`src/rtl/uart_tx_engine_if.sv`:
```
// Host-side bundle for the UART transmit engine: write port, CTS gate, serial line and status.
interface uart_tx_engine_if #(
  parameter int DATA_BITS = 8
);
  logic                 Wr_En;
  logic [DATA_BITS-1:0] Wr_Data;
  logic                 CTS;
  logic                 Tx;
  logic                 Full;
  logic                 Empty;
  logic                 Busy;
  logic                 Overflow;
  logic                 Tx_Done;

  modport master (
    output Wr_En, Wr_Data, CTS,
    input  Tx, Full, Empty, Busy, Overflow, Tx_Done
  );

  modport slave (
    input  Wr_En, Wr_Data, CTS,
    output Tx, Full, Empty, Busy, Overflow, Tx_Done
  );
endinterface

```
`src/rtl/uart_tx_engine.sv`:
```
// UART transmitter: FIFO-buffered bytes sent as start, data MSB first, optional even parity, stop bits.
// state  | meaning
// IDLE   | line high, waiting for data and CTS
// START  | start bit (low)
// DATA   | data bits, MSB first
// PARITY | XOR parity of the data bits
// STOP   | stop bit(s); last cycle may chain straight into the next frame
module uart_tx_engine #(
  parameter int SYSCLK_RATE = 4,
  parameter int BAUD_RATE   = 1,
  parameter int DATA_BITS   = 8,
  parameter int PARITY_BIT  = 1,
  parameter int STOP_BITS   = 2,
  parameter int FIFO_DEPTH  = 8
) (
  input logic               i_SysClk,
  input logic               i_Rst,
  uart_tx_engine_if.slave   io_bus
);

  localparam int BIT_CYCLES = SYSCLK_RATE / BAUD_RATE;
  localparam int BAUD_W     = $clog2(BIT_CYCLES);
  localparam int PTR_W      = $clog2(FIFO_DEPTH);
  localparam int CNT_W      = PTR_W + 1;
  localparam int IDX_W      = (DATA_BITS > 1) ? $clog2(DATA_BITS) : 1;

  typedef enum logic [2:0] {
    S_IDLE,
    S_START,
    S_DATA,
    S_PARITY,
    S_STOP
  } state_t;

  logic [DATA_BITS-1:0] r_mem [FIFO_DEPTH];
  logic [PTR_W-1:0]     r_wr_ptr;
  logic [PTR_W-1:0]     r_rd_ptr;
  logic [CNT_W-1:0]     r_count;
  logic                 r_full;
  logic                 r_empty;
  logic                 r_overflow;

  state_t               r_state;
  logic [BAUD_W-1:0]    r_baud_cnt;
  logic [IDX_W-1:0]     r_bit_idx;
  logic                 r_stop_cnt;
  logic [DATA_BITS-1:0] r_shift;
  logic                 r_parity;

  state_t               w_state_nxt;
  logic [BAUD_W-1:0]    w_baud_nxt;
  logic [IDX_W-1:0]     w_idx_nxt;
  logic                 w_stop_nxt;
  logic                 w_pop;
  logic                 w_push;
  logic                 w_tx;
  logic                 w_busy;
  logic                 w_done;
  logic                 w_baud_wrap;
  logic                 w_can_start;
  logic [CNT_W-1:0]     w_count_nxt;
  logic [DATA_BITS-1:0] w_head;

  // Full is the registered view of the count, so a write on a full cycle is refused even if a pop frees a slot.
  assign w_push      = io_bus.Wr_En && !r_full;
  assign w_count_nxt = r_count + CNT_W'(w_push) - CNT_W'(w_pop);
  assign w_head      = r_mem[r_rd_ptr];
  assign w_baud_wrap = (r_baud_cnt == BAUD_W'(BIT_CYCLES - 1));
  assign w_can_start = !r_empty && io_bus.CTS;

  always_ff @(posedge i_SysClk) begin
    if (w_push) begin
      r_mem[r_wr_ptr] <= io_bus.Wr_Data;
    end
  end

  always_ff @(posedge i_SysClk) begin
    if (!i_Rst) begin
      r_wr_ptr   <= '0;
      r_rd_ptr   <= '0;
      r_count    <= '0;
      r_full     <= 1'b0;
      r_empty    <= 1'b1;
      r_overflow <= 1'b0;
    end else begin
      r_overflow <= io_bus.Wr_En && r_full;
      if (w_push) r_wr_ptr <= r_wr_ptr + PTR_W'(1);
      if (w_pop)  r_rd_ptr <= r_rd_ptr + PTR_W'(1);
      r_count <= w_count_nxt;
      r_full  <= (w_count_nxt == CNT_W'(FIFO_DEPTH));
      r_empty <= (w_count_nxt == '0);
    end
  end

  always_ff @(posedge i_SysClk) begin
    if (!i_Rst) begin
      r_state    <= S_IDLE;
      r_baud_cnt <= '0;
      r_bit_idx  <= '0;
      r_stop_cnt <= 1'b0;
      r_shift    <= '0;
      r_parity   <= 1'b0;
    end else begin
      r_state    <= w_state_nxt;
      r_baud_cnt <= w_baud_nxt;
      r_bit_idx  <= w_idx_nxt;
      r_stop_cnt <= w_stop_nxt;
      if (w_pop) begin
        r_shift  <= w_head;
        r_parity <= ^w_head;
      end
    end
  end

  always_comb begin
    w_state_nxt = r_state;
    w_baud_nxt  = w_baud_wrap ? '0 : r_baud_cnt + BAUD_W'(1);
    w_idx_nxt   = r_bit_idx;
    w_stop_nxt  = r_stop_cnt;
    w_pop       = 1'b0;
    w_tx        = 1'b1;
    w_busy      = 1'b1;
    w_done      = 1'b0;
    case (r_state)
      S_IDLE: begin
        w_busy     = 1'b0;
        w_baud_nxt = '0;
        if (w_can_start) begin
          w_pop       = 1'b1;
          w_state_nxt = S_START;
        end
      end
      S_START: begin
        w_tx = 1'b0;
        if (w_baud_wrap) begin
          w_state_nxt = S_DATA;
          w_idx_nxt   = IDX_W'(DATA_BITS - 1);
        end
      end
      S_DATA: begin
        w_tx = r_shift[r_bit_idx];
        if (w_baud_wrap) begin
          if (r_bit_idx == '0) begin
            w_state_nxt = (PARITY_BIT != 0) ? S_PARITY : S_STOP;
            w_stop_nxt  = 1'b0;
          end else begin
            w_idx_nxt = r_bit_idx - IDX_W'(1);
          end
        end
      end
      S_PARITY: begin
        w_tx = r_parity;
        if (w_baud_wrap) begin
          w_state_nxt = S_STOP;
          w_stop_nxt  = 1'b0;
        end
      end
      S_STOP: begin
        if (w_baud_wrap) begin
          if (r_stop_cnt == 1'(STOP_BITS - 1)) begin
            w_done     = 1'b1;
            w_stop_nxt = 1'b0;
            // Chaining straight into START keeps back-to-back frames gapless.
            if (w_can_start) begin
              w_pop       = 1'b1;
              w_state_nxt = S_START;
            end else begin
              w_state_nxt = S_IDLE;
            end
          end else begin
            w_stop_nxt = r_stop_cnt + 1'b1;
          end
        end
      end
      default: begin
        w_state_nxt = S_IDLE;
      end
    endcase
  end

  assign io_bus.Tx       = w_tx;
  assign io_bus.Full     = r_full;
  assign io_bus.Empty    = r_empty;
  assign io_bus.Busy     = w_busy;
  assign io_bus.Overflow = r_overflow;
  assign io_bus.Tx_Done  = w_done;

endmodule

```
`src/flat_wrapper.sv`:
```
// flat-port wrapper written by rule: the top's interface ports become plain ports
module uart_tx_engine_flat 
#(
  parameter int SYSCLK_RATE = 4,
  parameter int BAUD_RATE   = 1,
  parameter int DATA_BITS   = 8,
  parameter int PARITY_BIT  = 1,
  parameter int STOP_BITS   = 2,
  parameter int FIFO_DEPTH  = 8
)
  (i_SysClk, i_Rst, io_bus_Wr_En, io_bus_Wr_Data, io_bus_CTS, io_bus_Tx, io_bus_Full, io_bus_Empty, io_bus_Busy, io_bus_Overflow, io_bus_Tx_Done);
  uart_tx_engine_if #(.DATA_BITS(DATA_BITS)) io_bus_i ();
  input logic i_SysClk;
  input logic i_Rst;
  input wire logic [$bits(io_bus_i.Wr_En)-1:0] io_bus_Wr_En;
  input wire logic [$bits(io_bus_i.Wr_Data)-1:0] io_bus_Wr_Data;
  input wire logic [$bits(io_bus_i.CTS)-1:0] io_bus_CTS;
  output wire logic [$bits(io_bus_i.Tx)-1:0] io_bus_Tx;
  output wire logic [$bits(io_bus_i.Full)-1:0] io_bus_Full;
  output wire logic [$bits(io_bus_i.Empty)-1:0] io_bus_Empty;
  output wire logic [$bits(io_bus_i.Busy)-1:0] io_bus_Busy;
  output wire logic [$bits(io_bus_i.Overflow)-1:0] io_bus_Overflow;
  output wire logic [$bits(io_bus_i.Tx_Done)-1:0] io_bus_Tx_Done;
  assign io_bus_i.Wr_En = io_bus_Wr_En;
  assign io_bus_i.Wr_Data = io_bus_Wr_Data;
  assign io_bus_i.CTS = io_bus_CTS;
  assign io_bus_Tx = io_bus_i.Tx;
  assign io_bus_Full = io_bus_i.Full;
  assign io_bus_Empty = io_bus_i.Empty;
  assign io_bus_Busy = io_bus_i.Busy;
  assign io_bus_Overflow = io_bus_i.Overflow;
  assign io_bus_Tx_Done = io_bus_i.Tx_Done;
  uart_tx_engine #(.SYSCLK_RATE(SYSCLK_RATE), .BAUD_RATE(BAUD_RATE), .DATA_BITS(DATA_BITS), .PARITY_BIT(PARITY_BIT), .STOP_BITS(STOP_BITS), .FIFO_DEPTH(FIFO_DEPTH)) u_core (.i_SysClk(i_SysClk), .i_Rst(i_Rst), .io_bus(io_bus_i));
endmodule
```
`config.mk`:
```
export PLATFORM = sky130hd
export DESIGN_NAME = uart_tx_engine_flat
export DESIGN_NICKNAME = d
export VERILOG_FILES = /design/src/rtl/uart_tx_engine_if.sv /design/src/rtl/uart_tx_engine.sv /design/src/flat_wrapper.sv
export SDC_FILE = /design/constraint.sdc
export NUM_CORES = 1
export LEC_CHECK = 0
export CAP_MARGIN = 20
export CORE_MARGIN = 1.5
export CORE_UTILIZATION = 41
export CTS_BUF_LIST = sky130_fd_sc_hd__clkbuf_16
export CTS_CLUSTER_DIAMETER = 120
export CTS_CLUSTER_SIZE = 10
export DETAILED_ROUTE_END_ITERATION = 16
export GPL_TIMING_DRIVEN = 0
export PLACE_DENSITY_LB_ADDON = 0.12
export SYNTH_ARGS = -nofsm -noshare
export SYNTH_HDL_FRONTEND = slang
export SYNTH_SLANG_ARGS = --single-unit
```
`constraint.sdc`:
```
create_clock -name i_SysClk -period 9.4 [get_ports i_SysClk]
set_clock_uncertainty 0.2 [all_clocks]
set_input_delay 1.88 -clock i_SysClk [delete_from_list [all_inputs] [get_ports i_SysClk]]
set_output_delay 1.88 -clock i_SysClk [all_outputs]
set_load 0.02 [all_outputs]
```
==> results of run 1 <==
[worst max-delay path: stages]
cell and delay (ns):
clkdlybuf4s50_1 0.46, nand2b_1 0.10, a2111oi_2 0.63, clkbuf_1 0.47, xor2_1 0.13, ha_1 0.24
fa_1 0.37, xor2_1 0.17, or3_1 0.33, o21ai_0 0.15
[Yosys cell counts, types with 3 or more instances]
cell type and n:
edfxtp_1 64, dfxtp_1 34, nor2_1 32, mux4_1 15, mux2i_1 11, xnor2_1 11, nand2_1 9, a211oi_1 8
clkbuf_1 8, ha_1 8, nand2b_1 7, inv_1 6, a21oi_1 5, and2_1 5, o21ai_0 5, xor2_1 5
mux4_2 3, nor3_1 3, or3_1 3
[path summary, 6_finish.rpt]
check                                            end  cells after the start  slack (ns)                  from
worst max-delay path             u_core.io_bus.Empty                     10        4.54            io_bus_CTS
worst min register to register  u_core.r_baud_cnt[0]                      1        0.24  u_core.r_baud_cnt[0]
worst max register to register   u_core.io_bus.Empty                     11        5.80  u_core.r_baud_cnt[0]
worst min-delay path            u_core.r_baud_cnt[0]                      1        0.24  u_core.r_baud_cnt[0]
[through the flow]
stage          cells  util, %  hold WS, ns  total power, W  cell area [µm²]
4_1_cts          434     48.5        0.243         0.00119             4710
3_3_place_gp     418     45.4        0.224        0.000838             4420
3_5_place_dp     418     45.5        0.232        0.000841             4430
2_1_floorplan    268        -        0.208        0.000765             4080
6_report         434     48.5        0.240         0.00118             4710
5_1_grt          434     48.5        0.252         0.00124             4710
[layout make-up]
type	count	area share [%]
tap	133	3.53
sequential	98	55.2
timing repair buffer	17	3.61
inverter	6	0.478
multi-input combinational	150	29.3
clock inverter	7	1.30
buffer	14	1.83
clock buffer	9	4.78
[layer usage]
metal / vias up / part of all wire (%) / track usage (%)
met5: - / 0 / 0
met4: 0 / 2.0 / 7.17
met3: 12 / 1.9 / 2.64
met2: 21 / 49 / 25.0
met1: 1035 / 47 / 19.1
li1: 1069 / - / -
[state kept, by name, summed over array words and instances, names as in the netlist, named ones only]
| register | cells |
|---|---|
| u_core.io_bus.Empty | 1 |
| u_core.io_bus.Full | 1 |
| u_core.io_bus.Overflow | 1 |
| u_core.r_baud_cnt | 2 |
| u_core.r_bit_idx | 3 |
| u_core.r_count | 4 |
| u_core.r_mem | 64 |
| u_core.r_parity | 1 |
| u_core.r_rd_ptr | 3 |
| u_core.r_shift | 8 |
| u_core.r_state | 3 |
| u_core.r_stop_cnt | 1 |
| u_core.r_wr_ptr | 3 |
[power by group through the flow]
stage	logic, W	clock network (W)	registers [W]
after floorplan	0.000221	0	0.000544
after global placement	0.000295	0	0.000543
after detailed placement	0.000296	0	0.000545
after CTS	0.000298	0.000357	0.000535
after global routing	0.000325	0.000376	0.000540
final	0.000292	0.000351	0.000535
[logic make-up after synthesis]
logic type      count (synthesis)  share of synthesized area, %
xor+xnor                       16                          3.43
fa+ha+maj                       9                          2.94
flops                          98                          63.8
simple gates                   68                          8.09
compound gates                 27                          4.75
buf+inv                        20                          2.67
mux                            30                          14.3
==> results.py, run 1 <==
metrics = {
    "run_status": {
        "status": "finished clean",
    },
    "timing": {
        "setup_slack_ns": 4.54,
        "fmax_mhz": 206,
        "setup_viol": 0,
        "finalHoldViolCount": 0,
        "min_period_ns": 4.86,
        "rsz0062_at_grt": "false",
        "worst_slew_pin_slew_ns": 0.947,
        "timing.setup.tns_ns": 0,
        "final_max_slew_viol_count": 0,
        "period_share_pct": 51.7,
        "max_slew_margin_pct": 36.7,
    },
    "routing": {
        "drt_wl_total_mm": 7.10,
        "first_iter_violations": 71,
        "first_pass_iters": 4,
        "avgViaCountPerCell": 4.92,
        "ant_nets": 0,
        "wl_per_cell_um": 16.4,
        "drc": 0,
        "dr_total_vias": 2137,
    },
    "setup_path": {
        "worstPathRequired_ns": 9.47,
        "critPathMaxFanout": 10,
        "arrival_ns": 4.93,
        "crit_type": "in2reg",
        "crit_path_start_kind": "input port",
        "end_kind": "flip-flop",
    },
    "clocking": {
        "post_cts_buffers": 0,
        "cts_resized": 0,
        "insertion_delay_ns": 0.34,
        "cts_buffers": 9,
        "cts.path.max_buffers": 2,
        "cts.sinks": 98,
        "cts.clk_slew.worst_paths_ns": 0.07,
        "cts_tree": "done",
        "hold_buffers": 0,
        "htree_levels": 3,
        "root_buffer": "clkbuf_16",
    },
    "synthesis": {
        "syn_area_per_cell_um2": 15.2,
        "synth_edf_count": 64,
        "synth_fp_nets": 289,
        "synth_ff_type": "edfxtp_1",
        "yosysSeqAreaShare_pct": 63.8,
        "yosys.area.top_type": "edfxtp_1",
        "synth_cells": 268,
        "yosysUniqueCellTypes": 41,
        "netlist_area_um2": 4080,
        "async_flop_share_pct": 0,
        "synth_top_area_share_pct": 47.1,
        "synth_area_leaders": "edfxtp_1 47%, dfxtp_1 17%, mux4_1 9.7%",
        "ys_ff_latch": 98,
        "ys_warn_count": 0,
    },
    "floorplanning": {
        "io_pins": 18,
        "core_area_um2": 9730,
        "dieArea_um2": 10600,
        "die_h_um": 103,
        "rows": 36,
        "die_w_um": 103,
        "start_util_pct": 41.9,
    },
    "place": {
        "gp_congestion": 0.754,
        "numPortBuffers": 17,
        "dp_slack_ns": 4.15,
        "dp_hpwl_mm": 4.60,
    },
    "cells_and_area": {
        "drive_above_1_share_pct": 9.63,
        "n_fill_cell": 892,
        "seq_area_um2": 2600,
        "diodes": 0,
        "syn_to_final_growth_pct": 15.5,
        "layout_common_cells": "64 x edfxtp_1, 34 x dfxtp_1, 32 x nor2_1",
        "final_common_cell": "edfxtp_1",
        "nets": 317,
        "multi_input_area_um2": 1380,
    },
    "grt": {
        "grt.overflow.total": 0,
        "grt_pass1_wl_mm": 11.3,
        "grt_pass1_vias": 2159,
        "antenna_found_initial": 0,
        "grt_start_max_net_pins": 19,
        "track_usage_pct": 15.0,
    },
    "power": {
        "vdd_drop_max_uv": 98.9,
        "power.switching_w": 0.000337,
        "intPower_w": 0.000841,
        "power_leakage_nw": 1.57,
        "seqPwrFrac_pct": 45.4,
        "switching_share_pct": 28.6,
        "clock_power_share_pct": 29.8,
        "power_frac_comb_pct": 24.8,
        "power_density_nw_per_um2": 250,
    },
    "job": {
        "cap_violations": 0,
    },
    "worst_hold_path": {
        "holdCritPathClass": "reg2reg",
    },
}
Note: power is estimated with default switching activity, not from simulation.
==> run 2, diff against run 1 <==
==> constraint.sdc (replaced) <==
create_clock -name i_SysClk -period 3.9 [get_ports i_SysClk]
set_clock_uncertainty 0.2 [all_clocks]
set_input_delay 0.78 -clock i_SysClk [delete_from_list [all_inputs] [get_ports i_SysClk]]
set_output_delay 0.78 -clock i_SysClk [all_outputs]
set_load 0.02 [all_outputs]
==> results.py, run 2 (same netlist as run 1, synthesis figures left out) <==
metrics = {
    "run_status": {
        "status": "finished clean",
    },
    "clocking": {
        "cts.path.max_buffers": 2,
        "cts.sinks": 98,
        "cts_buffers": 9,
        "insertion_delay_ns": 0.34,
        "cts.clk_slew.worst_paths_ns": 0.07,
        "cts_tree": "done",
        "cts_resized": 0,
        "post_cts_buffers": 0,
        "root_buffer": "clkbuf_16",
        "hold_buffers": 0,
        "htree_levels": 3,
    },
    "power": {
        "power_w": 0.00284,
        "power_density_nw_per_um2": 602,
        "vdd_drop_max_uv": 238,
        "power_leakage_nw": 1.58,
    },
    "timing": {
        "fmax_mhz": 278,
        "period_share_pct": 92.3,
        "rsz0062_at_grt": "false",
        "finalHoldViolCount": 0,
        "hold_ws_ns": 0.240,
        "final_max_slew_viol_count": 0,
        "max_slew_margin_pct": 38.0,
        "setup_viol": 0,
        "min_period_ns": 3.60,
        "worst_slew_pin_slew_ns": 0.926,
    },
    "setup_path": {
        "cpLargestDelayFamily": "buffers and inverters",
        "cpMaxStageDelayCell": "a2111oi_2",
        "critical_path.max_stage_delay_ns": 0.63,
        "critPathMaxFanout": 10,
        "crit_cells": 10,
        "reg2reg_depth": 11,
        "cp_common_cell": "xor2_1",
        "end_kind": "flip-flop",
        "crit_path_start_kind": "input port",
        "crit_type": "in2reg",
        "worstPathRequired_ns": 3.97,
        "critical_path_buf_inv_count": 2,
        "path_cells": "clkdlybuf4s50_1 -> nand2b_1 -> a2111oi_2 -> clkbuf_2 -> xor2_1 -> ha_1 -> fa_1 -> xor2_1 -> or3_1 -> o21ai_0",
        "arrival_ns": 3.67,
    },
    "cells_and_area": {
        "syn_to_final_growth_pct": 15.5,
        "final_common_cell": "edfxtp_1",
        "drive_above_1_share_pct": 9.97,
        "nets": 317,
        "registers.top_by_ff_count": "u_core.r_mem",
        "multi_input_area_um2": 1380,
        "n_fill_cell": 894,
        "layout_common_cells": "64 x edfxtp_1, 34 x dfxtp_1, 32 x nor2_1",
        "diodes": 0,
        "seq_area_um2": 2600,
        "largestRegisters": "u_core.r_mem: 64 flops, u_core.r_shift: 8 flops, u_core.r_count: 4 flops",
        "largest_reg_flops": 64,
    },
    "floorplanning": {
        "die_w_um": 103,
        "die_h_um": 103,
        "start_util_pct": 41.9,
        "core_area_um2": 9730,
        "io_pins": 18,
        "rows": 36,
        "dieArea_um2": 10600,
    },
    "grt": {
        "use_met1_pct": 19.1,
        "grt_use_met2_pct": 25.0,
        "track_usage_pct": 15.0,
        "top_usage_layer": "met2",
        "grt_pass1_vias": 2159,
        "use_met3_pct": 2.64,
        "grt_start_max_net_pins": 19,
        "antenna_found_initial": 0,
        "grt_pass1_wl_mm": 11.3,
        "grt.overflow.total": 0,
    },
    "routing": {
        "drc": 0,
        "avgViaCountPerCell": 4.91,
        "ant_nets": 0,
        "first_iter_violations": 61,
        "drt_wl_total_mm": 7.09,
        "wl_per_cell_um": 16.3,
        "dr_total_vias": 2133,
        "first_pass_iters": 4,
    },
    "place": {
        "dp_hpwl_mm": 4.60,
        "gp_congestion": 0.754,
        "numPortBuffers": 17,
    },
    "job": {
        "cap_violations": 0,
    },
    "worst_hold_path": {
        "hold_depth": 1,
        "holdCritPathClass": "reg2reg",
    },
}
[run 2: cell counts in the layout (fill, tap and decap cells not counted)]
Identical to the previous run, type by type.
[run 2: final cells by class]
class                           instances  share of cell area (%)
Inverter                                6                   0.478
Buffer                                 14                    1.86
Sequential cell                        98                    55.2
Timing Repair Buffer                   17                    3.61
Clock inverter                          7                    1.30
Clock buffer                            9                    4.78
Multi-Input combinational cell        150                    29.3
Tap cell                              133                    3.53
[run 2: worst register-to-register path, cell delays in order, from the launching register on]
cell	delay, ns
dfxtp_1	0.34
ha_1	0.14
buf_2	0.19
nand2_1	0.14
a2111oi_2	0.66
clkbuf_2	0.36
xor2_1	0.10
ha_1	0.22
fa_1	0.38
xor2_1	0.17
or3_1	0.33
o21ai_0	0.15
[run 2: final timing paths]
| path | slack (ns) | from | to |
|---|---|---|---|
| max | 0.30 | io_bus_CTS | u_core.io_bus.Empty |
| min | 0.24 | u_core.r_baud_cnt[0] | u_core.r_baud_cnt[0] |
| max reg2reg | 0.46 | u_core.r_baud_cnt[0] | u_core.io_bus.Empty |
| min reg2reg | 0.24 | u_core.r_baud_cnt[0] | u_core.r_baud_cnt[0] |
[run 2: power by group]
group	switching, W	internal, W	leakage [nW]
clock	0.000402	0.000445	0.140
sequential	0.0000543	0.00124	0.859
combinational	0.000357	0.000348	0.578
[run 2: metal layers]
layer	part of all wire [%]	vias to the layer above
met3	1.9	11
met4	2.0	0
met5	0	-
li1	-	1069
met2	49	20
met1	47	1033
[run 2: stage by stage]
stage	TNS, ns	setup WS, ns	instances	util, %	cell area [µm²]
after floorplan	0	0.606	268	-	4080
after global placement	-0.495	-0.274	418	45.4	4420
after detailed placement	-0.455	-0.249	418	45.5	4430
after CTS	0	0.101	434	48.5	4710
after global routing	0	0.105	434	48.5	4720
final	0	0.300	434	48.5	4720
==> run 3, diff against run 2 <==
--- a/config.mk
+++ b/config.mk
@@ -6,7 +6,7 @@
 export NUM_CORES = 1
 export LEC_CHECK = 0
 export CAP_MARGIN = 20
-export CORE_MARGIN = 1.5
+export CORE_MARGIN = 8
 export CORE_UTILIZATION = 41
 export CTS_BUF_LIST = sky130_fd_sc_hd__clkbuf_16
 export CTS_CLUSTER_DIAMETER = 120
==> constraint.sdc (replaced) <==
create_clock -name i_SysClk -period 4.1 [get_ports i_SysClk]
set_clock_uncertainty 0.2 [all_clocks]
set_input_delay 0.82 -clock i_SysClk [delete_from_list [all_inputs] [get_ports i_SysClk]]
set_output_delay 0.82 -clock i_SysClk [all_outputs]
set_load 0.02 [all_outputs]
==> results.py, run 3 (same netlist as run 1, synthesis figures left out) <==
metrics = {
    "run_status": {
        "status": "finished clean",
    },
    "floorplanning": {
        "dieArea_um2": 13400,
        "rows": 36,
        "die_h_um": 116,
        "die_w_um": 116,
        "core_area_um2": 9730,
        "start_util_pct": 41.9,
        "io_pins": 18,
    },
    "job": {
        "cap_violations": 0,
    },
    "timing": {
        "setup_viol": 0,
        "rsz0062_at_grt": "false",
        "finalHoldViolCount": 0,
        "hold_ws_ns": 0.233,
        "final_max_slew_viol_count": 0,
        "min_period_ns": 3.74,
        "fmax_mhz": 267,
        "period_share_pct": 91.3,
        "worst_slew_pin_slew_ns": 0.937,
        "max_slew_margin_pct": 37.3,
    },
    "cells_and_area": {
        "largest_reg_flops": 64,
        "largestRegisters": "u_core.r_mem: 64 flops, u_core.r_shift: 8 flops, u_core.r_count: 4 flops",
        "drive_above_1_share_pct": 9.63,
        "layout_common_cells": "64 x edfxtp_1, 34 x dfxtp_1, 32 x nor2_1",
        "registers.top_by_ff_count": "u_core.r_mem",
        "final_common_cell": "edfxtp_1",
        "nets": 317,
        "fin_area_um2": 4720,
        "syn_to_final_growth_pct": 15.8,
        "diodes": 0,
    },
    "clocking": {
        "root_buffer": "clkbuf_16",
        "cts_resized": 0,
        "insertion_delay_ns": 0.34,
        "post_cts_buffers": 0,
        "cts.clk_slew.worst_paths_ns": 0.07,
        "htree_levels": 3,
        "hold_buffers": 0,
        "cts_buffers": 9,
        "cts_tree": "done",
        "cts.sinks": 98,
        "cts.path.max_buffers": 2,
    },
    "setup_path": {
        "critical_path.max_stage_delay_ns": 0.53,
        "arrival_ns": 3.81,
        "critPathMaxFanout": 10,
        "cp_common_cell": "xor2_1",
        "cpMaxStageDelayCell": "a2111oi_4",
        "crit_path_start_kind": "input port",
        "path_cells": "clkdlybuf4s50_1 -> nand2b_1 -> a2111oi_4 -> clkbuf_1 -> xor2_1 -> ha_1 -> fa_1 -> xor2_1 -> or3_1 -> o21ai_0",
        "end_kind": "flip-flop",
        "crit_type": "in2reg",
        "worstPathRequired_ns": 4.16,
    },
    "grt": {
        "grt_pass1_vias": 2181,
        "grt_use_met2_pct": 19.7,
        "grt_start_max_net_pins": 19,
        "use_met3_pct": 3.49,
        "antenna_found_initial": 0,
        "use_met1_pct": 13.9,
        "grt_pass1_wl_mm": 11.5,
        "top_usage_layer": "met2",
        "grt.overflow.total": 0,
        "track_usage_pct": 11.7,
    },
    "worst_hold_path": {
        "holdCritPathClass": "reg2reg",
    },
    "place": {
        "numPortBuffers": 17,
        "place_area_um2": 4430,
        "gp_congestion": 0.717,
        "dp_hpwl_mm": 4.65,
    },
    "routing": {
        "wl_per_cell_um": 16.5,
        "first_iter_violations": 110,
        "drt_wl_total_mm": 7.17,
        "ant_nets": 0,
        "avgViaCountPerCell": 4.93,
        "drc": 0,
        "dr_total_vias": 2139,
        "first_pass_iters": 4,
    },
    "power": {
        "vdd_drop_max_uv": 241,
        "power_leakage_nw": 1.58,
        "power_density_nw_per_um2": 571,
    },
}
-- run 3: changes by cell type in the layout (fill, tap and decap cells not counted), sizes merged --
cell,change
clkinv,+1
clkinvlp,-1
-- run 3: final timing paths --
path                                           start              endpoint  slack [ns]  cells past startpoint
worst min-delay path            u_core.r_baud_cnt[0]  u_core.r_baud_cnt[0]        0.23                      1
worst max-delay path                      io_bus_CTS   u_core.io_bus.Empty        0.36                     10
worst max register to register  u_core.r_baud_cnt[0]   u_core.io_bus.Empty        0.53                     11
worst min register to register  u_core.r_baud_cnt[0]  u_core.r_baud_cnt[0]        0.23                      1
-- run 3: per-layer routing --
layer	vias up	routed length (µm)
li1	1076	-
met1	1035	3230
met2	24	3670
met3	4	215
met4	0	51
met5	-	0
-- run 3: per-stage QoR --
stage | instances | power, W | TNS, ns | utilization (%) | worst slack [ns]
floorplan | 268 | 0.00175 | 0 | - | 0.766
global placement | 418 | 0.00192 | -0.243 | 45.4 | -0.146
detailed placement | 418 | 0.00193 | -0.259 | 45.5 | -0.151
CTS | 434 | 0.00274 | 0 | 48.4 | 0.185
global route | 434 | 0.00286 | 0 | 48.6 | 0.138
finish | 434 | 0.00270 | 0 | 48.6 | 0.358
-- run 3: power breakdown --
part           internal (W)  leakage (nW)  total [W]  switching (W)
combinational      0.000332         0.576   0.000674       0.000341
clock              0.000422         0.144   0.000796       0.000374
sequential          0.00117         0.859    0.00123      0.0000522
-- run 3: critical path: cells and delay by family --
kind                     cells  cell delay, ns
buffers and inverters        2            0.91
AO/OA/AOI/OAI                2            0.68
adder cells (fa/ha/maj)      2            0.63
AND/OR/NAND/NOR              2            0.45
XOR/XNOR                     2            0.31
-- run 3: cell type report --
cell class | instances | area, µm²
timing repair buffer | 17 | 170
buffer | 14 | 86.3
fill | 895 | 5000
inverter | 6 | 22.5
clock buffer | 9 | 225
clock inverter | 7 | 58.8
multi-input combinational | 150 | 1390
tap | 133 | 166
sequential | 98 | 2600
